===== src/rtl/sevseg_scan_driver_if.sv =====
// Bus between the amount source and the seven-segment scan driver:
// amount/load handshake in, scanned digit select and code out.
interface sevseg_scan_driver_if #(
  parameter int unsigned WIDTH = 27
);
  logic [WIDTH-1:0] value;
  logic             load;
  logic             blank_leading;
  logic             busy;
  logic             overflow;
  logic [3:0]       LED_Select;
  logic [3:0]       LED_BCD;

  modport master (
    output value, load, blank_leading,
    input  busy, overflow, LED_Select, LED_BCD
  );

  modport slave (
    input  value, load, blank_leading,
    output busy, overflow, LED_Select, LED_BCD
  );
endinterface


===== src/rtl/sevseg_scan_driver.sv =====
// Binary-to-BCD (shift-add-3, one shift per clock) feeding a free-running
// digit scanner; the shown amount only changes when a conversion completes.
module sevseg_scan_driver #(
  parameter int unsigned WIDTH  = 27,
  parameter int unsigned DIGITS = 8
) (
  input logic                clk_1ms,
  input logic                rst,
  sevseg_scan_driver_if.slave bus
);

  localparam int unsigned BCD_W  = 4 * DIGITS;
  localparam int unsigned CNT_W  = $clog2(WIDTH + 1);
  localparam int unsigned SCAN_W = (DIGITS > 1) ? $clog2(DIGITS) : 1;

  function automatic longint unsigned pow10(input int unsigned n);
    longint unsigned r;
    r = 64'd1;
    for (int unsigned k = 0; k < n; k++) r = r * 64'd10;
    return r;
  endfunction

  localparam longint unsigned MAX_VAL = pow10(DIGITS) - 64'd1;

  typedef enum logic {IDLE, CONVERT} state_t;

  state_t            state;
  logic [BCD_W-1:0]  bcd, bcd_adj, bcd_shift;
  logic [BCD_W-1:0]  disp, disp_nxt;
  logic [WIDTH-1:0]  bin, bin_shift;
  logic [CNT_W-1:0]  cnt;
  logic              ovf_pending, ovf_nxt, done;
  logic [SCAN_W-1:0] scan, scan_nxt;
  logic [3:0]        digit_sel, led_nxt;
  logic              hi_zero;

  // One double-dabble step: add 3 to every nibble >= 5, then shift left.
  always_comb begin
    bcd_adj = bcd;
    for (int unsigned i = 0; i < DIGITS; i++) begin
      if (bcd[4*i +: 4] >= 4'd5) bcd_adj[4*i +: 4] = bcd[4*i +: 4] + 4'd3;
    end
    {bcd_shift, bin_shift} = {bcd_adj, bin} << 1;
  end

  // Display contents as of the next edge, so a finished conversion reaches
  // the scan output in the same slot that busy falls.
  always_comb begin
    done     = (state == CONVERT) && (cnt == CNT_W'(1));
    disp_nxt = disp;
    ovf_nxt  = bus.overflow;
    if (done) begin
      ovf_nxt  = ovf_pending;
      disp_nxt = ovf_pending ? {DIGITS{4'hE}} : bcd_shift;
    end
  end

  always_comb begin
    scan_nxt  = (scan == SCAN_W'(DIGITS - 1)) ? '0 : scan + SCAN_W'(1);
    digit_sel = 4'd0;
    hi_zero   = 1'b1;
    for (int unsigned i = 0; i < DIGITS; i++) begin
      if (scan_nxt == SCAN_W'(i)) digit_sel = disp_nxt[4*i +: 4];
      if ((i >= 32'(scan_nxt)) && (disp_nxt[4*i +: 4] != 4'd0)) hi_zero = 1'b0;
    end
    // Digit 0 and the error pattern are never blanked.
    if (bus.blank_leading && (scan_nxt != '0) && !ovf_nxt && hi_zero)
      led_nxt = 4'hF;
    else
      led_nxt = digit_sel;
  end

  always_ff @(posedge clk_1ms) begin
    if (rst) begin
      state          <= IDLE;
      bcd            <= '0;
      bin            <= '0;
      cnt            <= '0;
      ovf_pending    <= 1'b0;
      disp           <= '0;
      scan           <= '0;
      bus.busy       <= 1'b0;
      bus.overflow   <= 1'b0;
      bus.LED_Select <= 4'd0;
      bus.LED_BCD    <= 4'd0;
    end else begin
      scan           <= scan_nxt;
      bus.LED_Select <= 4'(scan_nxt);
      bus.LED_BCD    <= led_nxt;
      disp           <= disp_nxt;
      bus.overflow   <= ovf_nxt;
      case (state)
        IDLE: begin
          if (bus.load) begin
            bin         <= bus.value;
            bcd         <= '0;
            cnt         <= CNT_W'(WIDTH);
            ovf_pending <= 64'(bus.value) > MAX_VAL;
            bus.busy    <= 1'b1;
            state       <= CONVERT;
          end
        end
        CONVERT: begin
          bcd <= bcd_shift;
          bin <= bin_shift;
          cnt <= cnt - CNT_W'(1);
          if (done) begin
            bus.busy <= 1'b0;
            state    <= IDLE;
          end
        end
        default: state <= IDLE;
      endcase
    end
  end

endmodule

===== src/flat_wrapper.sv =====
// flat-port wrapper written by rule: the top's interface ports become plain ports
module sevseg_scan_driver_flat 
#(
  parameter int unsigned WIDTH  = 27,
  parameter int unsigned DIGITS = 8
)
  (clk_1ms, rst, bus_value, bus_load, bus_blank_leading, bus_busy, bus_overflow, bus_LED_Select, bus_LED_BCD);
  sevseg_scan_driver_if #(.WIDTH(WIDTH)) bus_i ();
  input logic clk_1ms;
  input logic rst;
  input wire logic [$bits(bus_i.value)-1:0] bus_value;
  input wire logic [$bits(bus_i.load)-1:0] bus_load;
  input wire logic [$bits(bus_i.blank_leading)-1:0] bus_blank_leading;
  output wire logic [$bits(bus_i.busy)-1:0] bus_busy;
  output wire logic [$bits(bus_i.overflow)-1:0] bus_overflow;
  output wire logic [$bits(bus_i.LED_Select)-1:0] bus_LED_Select;
  output wire logic [$bits(bus_i.LED_BCD)-1:0] bus_LED_BCD;
  assign bus_i.value = bus_value;
  assign bus_i.load = bus_load;
  assign bus_i.blank_leading = bus_blank_leading;
  assign bus_busy = bus_i.busy;
  assign bus_overflow = bus_i.overflow;
  assign bus_LED_Select = bus_i.LED_Select;
  assign bus_LED_BCD = bus_i.LED_BCD;
  sevseg_scan_driver #(.WIDTH(WIDTH), .DIGITS(DIGITS)) u_core (.clk_1ms(clk_1ms), .rst(rst), .bus(bus_i));
endmodule

===== config.mk =====
export PLATFORM = sky130hd
export DESIGN_NAME = sevseg_scan_driver_flat
export DESIGN_NICKNAME = d
export VERILOG_FILES = /design/src/rtl/sevseg_scan_driver_if.sv /design/src/rtl/sevseg_scan_driver.sv /design/src/flat_wrapper.sv
export SDC_FILE = /design/constraint.sdc
export NUM_CORES = 1
export LEC_CHECK = 0
export ABC_AREA = 1
export BUFFER_PORTS_ARGS = -buffer_cell sky130_fd_sc_hd__buf_2
export CORE_UTILIZATION = 61
export CTS_CLUSTER_SIZE = 40
export DETAILED_ROUTE_END_ITERATION = 8
export PLACE_DENSITY_LB_ADDON = 0.1
export SETUP_SLACK_MARGIN = 0.5
export SLEW_MARGIN = 20
export SYNTH_ARGS = -nofsm -noshare
export SYNTH_HDL_FRONTEND = slang
export SYNTH_SLANG_ARGS = --single-unit

===== constraint.sdc =====
create_clock -name clk_1ms -period 2.2 [get_ports clk_1ms]
set_clock_uncertainty 0.1 [all_clocks]
set_input_delay 0.22 -clock clk_1ms [delete_from_list [all_inputs] [get_ports clk_1ms]]
set_output_delay 0.22 -clock clk_1ms [all_outputs]
set_load 0.05 [all_outputs]

==> reports/summary.md <==
The core region is 0.008848 mm². The estimated wirelength of the detail-placed design came out at 9763 µm. End of the worst register-to-register path: u_core.bus.LED_BCD[1]$_SDFF_PP0_. Fraction of layout instances using a drive strength above 1: 20.50%.

The count of nets left with antenna violations once routing finished came out at 0. Initial antenna violation count: 0. Summed over all layers, the global routing overflow is 0. By startpoint and endpoint, the worst setup path is classified as reg2reg. Total CTS buffers: 9. In the final routed layout, each cell accounts on average for 14.39 µm. For the DRC violation count after routing, the log shows 0. The run finished with clean final reports.

The data arrival time of the worst path is 2.38 ns, and the post-layout minimum cycle time is 2.171 ns. For the post-synthesis sequential area ratio, the log shows 37.78%. The tools report the synthesized netlist net count as 921.

The count of port buffers added during placement works out to 39. The count of different cell masters after synthesis was 38; the total routing usage reported by global routing was 31.47%. The worst setup path is launched from a register. Setup violations remaining at the end of the flow were counted as 0. The global-route wire length before repair came out at 24590 µm. In this run the static leakage power is 3.226 nW. The tree built by TritonCTS fans out to 107 sinks.

In this run the core area contains 34 standard-cell rows. The count of mapped cells out of synthesis was 870; the number of H-tree branching levels was 3. In the post-synthesis netlist, the cell with the most instances is nand2_1. The initial utilization of the core area, before any placement, comes to 64.07%.

Power per cell area: 578.3 mW/mm². Maximum operating frequency: 460.7 MHz. The die covers 0.009684 mm². In the routed layout, each cell is associated on average with a via count of 5.546. After layout, the worst setup slack is 0.02944 ns. TritonCTS built the clock tree. The synthesized design contains 0 enable-type register cells. The number of iterations in the first detailed-routing pass was 7. Dividing the synthesized area by the synthesized cell count gives 6.516 µm².

The fraction of the cycle the final worst path needs is 98.66%, and the clock latency at the later pin of the worst-skew pair is 0.37 ns. In the synthesized netlist, the cells that appear most often are 290 x nand2_1, 107 x dfxtp_1, 106 x inv_1, 85 x nor2_1, 59 x nand3_1. In this run the cell area of the synthesized design comes to 0.005669 mm².

The count of max-cap constraint violations was 0; the die extent in y was 98.41 µm. The most critical setup path has its startpoint at u_core.cnt[1]$_SDFFE_PP0P_. The largest buffer count on any clock path was 2; the maximum number of pins on one net before global-route repair was 69. Required time at the endpoint of the critical path: 2.40 ns. At the end of routability-driven placement, the weighted congestion stood at 0.9316. STA classifies the critical path endpoint as a register.

The highest fanout seen on the critical path works out to 5. The number of top-level design ports was 41; the setup slack on the worst flop-to-flop path was 0.03 ns. The iteration-0 DRC count of the detailed router is 392. The slowest stage of the critical path is the dfxtp_2 cell. The min-delay analysis places its worst path in the category in2reg. Setup repair after global routing could not meet its margin everywhere. Cell with the most instances on the worst path: nand2_2. Cell type with the highest aggregate area in the netlist: dfxtp_1. The final max-slew violation count is 0, and the peak ir drop on the vdd network is 0.0005363 V.

For the number of nets at the end of the flow, the log shows 974. The master cell of the clock root buffer is clkbuf_8. Clock-pin slew was measured on the worst setup and hold paths at 0.10 ns. After synthesis, the cell types taking the most area are dfxtp_1 38%, nand2_1 19%, inv_1 7.0%. The flop and latch count out of synthesis was 107. The run gives 14900 µm as the aggregate routed wire length. The number of antenna diodes in the final layout is 0. The commonest register cell after synthesis was dfxtp_1. The number of hold violations in the final report was 0.

From left edge to right edge, the die measures 98.41 µm. The utilization after layout came out at 75.95%. The critical path goes through inv_2 > ha_4 > nand2_2 > inv_2 > nand3_4 > buf_4 > buf_4 > nand2_1 > nand2_2 > nor2_2 > nand3_1 > nand2_1 > nand3_2 > nor2_2 > nand2_2 > a21oi_1.

For the worst flop-to-flop path, the logic depth is 16. The launch instance of the worst register-to-register path is u_core.cnt[1]$_SDFFE_PP0P_. In this run the worst setup path terminates at u_core.bus.LED_BCD[1]$_SDFF_PP0_.

The post-place setup slack was -0.09818 ns; the area share of the largest cell type after synthesis was 37.78%. The delay of the slowest critical-path stage came out at 0.34 ns. The area overhead of the layout relative to synthesis is 18.54%, and the yosys synthesis warning count is 0.

The total negative setup slack is 0 ns, and the async set or reset register ratio after synthesis is 0%. The tools report the via count of the first global-routing pass as 5295. Detailed routing inserted a total of 5740 vias.
[worst max-delay path, delay by kind of cell, from the launching register on]
family | cells | cell delay, ns
and+or+nand+nor | 10 | 0.95
buffers and inverters | 4 | 0.45
DFF | 1 | 0.34
AOI/OAI and AO/OA | 1 | 0.15
adders and majority gates | 1 | 0.12
[placed cells by master (no fill, tap or decap), types with 17 or more instances in the layout]
cell     netlist  routed
nand2_1      290     263
inv_1        106     103
dfxtp_1      107      93
nor2_1        85      76
nand3_1       59      53
a21oi_1       50      42
buf_2          2      39
nand2_2        4      28
buf_4          2      27
o21ai_0       32      25
a22oi_1       17      17
ha_1          20      17
[state kept, by name, indices dropped and copies added, names as in the netlist]
signal / count
u_core.bcd: 32
u_core.bin: 27
u_core.bus.LED_BCD: 4
u_core.bus.LED_Select: 3
u_core.bus.busy: 1
u_core.bus.overflow: 1
u_core.cnt: 5
u_core.disp: 32
u_core.ovf_pending: 1
u_core.state: 1
[layout make-up]
cell class	count	area, µm²
inverter	109	411.6
tap	108	135.1
multi-input combinational	622	3268
clock inverter	2	13.76
fill	666	2128
timing repair buffer	74	570.5
sequential	107	2172
clock buffer	13	148.9
[where the power goes]
part           leakage (nW)  internal (mW)  switching, mW
clock                0.0835          0.441          0.658
sequential            0.877           2.01         0.0490
combinational          2.27          0.255          0.472
[cells by family (layout without fill, tap and decap cells)]
logic type                 Yosys count  after routing  synth area share (%)
and+or+nand+nor                    477            478                 35.11
buffers and inverters              142            198                 10.15
AOI/OAI and AO/OA                  121            121                 12.16
DFF                                107            107                 37.78
adders and majority gates           20             20                 4.414
xor gates and xnor gates             2              2                0.3090
other                                1              1               0.06615
[worst min path at each step]
stage             startpoint                     endpoint  slack (ns)  cells past startpoint
3_5_place_dp    bus_value[0]   u_core.bin[0]$_SDFFE_PP0P_        0.35                      3
3_3_place_gp    bus_value[0]   u_core.bin[0]$_SDFFE_PP0P_        0.34                      3
2_1_floorplan   bus_value[0]   u_core.bin[0]$_SDFFE_PP0P_        0.25                      2
4_1_cts        bus_value[23]  u_core.bin[23]$_SDFFE_PP0P_        0.03                      5
6_report        bus_value[4]   u_core.bin[4]$_SDFFE_PP0P_        0.04                      5
5_1_grt        bus_value[21]  u_core.bin[21]$_SDFFE_PP0P_        0.04                      5
[layer usage]
| layer | wire length, µm | GRT usage, % |
|---|---|---|
| met5 | 0 | 0 |
| met2 | 7006 | 52.33 |
| met1 | 6626 | 42.16 |
| met4 | 210 | 7.577 |
| met3 | 1051 | 6.228 |
[per-stage QoR]
| stage | area (µm²) | hold WS (ns) | instances | power, mW |
|---|---|---|---|---|
| after global routing | 6720 | 0.03572 | 1035 | 4.055 |
| after floorplan | 5762 | 0.2513 | 870 | 2.567 |
| after global placement | 6075 | 0.3418 | 999 | 2.725 |
| after detailed placement | 6075 | 0.3468 | 999 | 2.740 |
| after CTS | 6556 | 0.03443 | 1030 | 3.870 |
| final | 6720 | 0.03981 | 1035 | 3.886 |
[timing repair]
| action | CTS | global route |
|---|---|---|
| endpoints found under the setup margin | 64 | 46 |
| pin swaps | 9 | 20 |
| gates cloned | 4 | 0 |
| setup buffers | 11 | 5 |
| hold buffers | 1 | 0 |
| hold endpoints to repair | 1 | 0 |
| resized for setup | 40 | 39 |
Note: power is estimated with default switching activity, not from simulation.
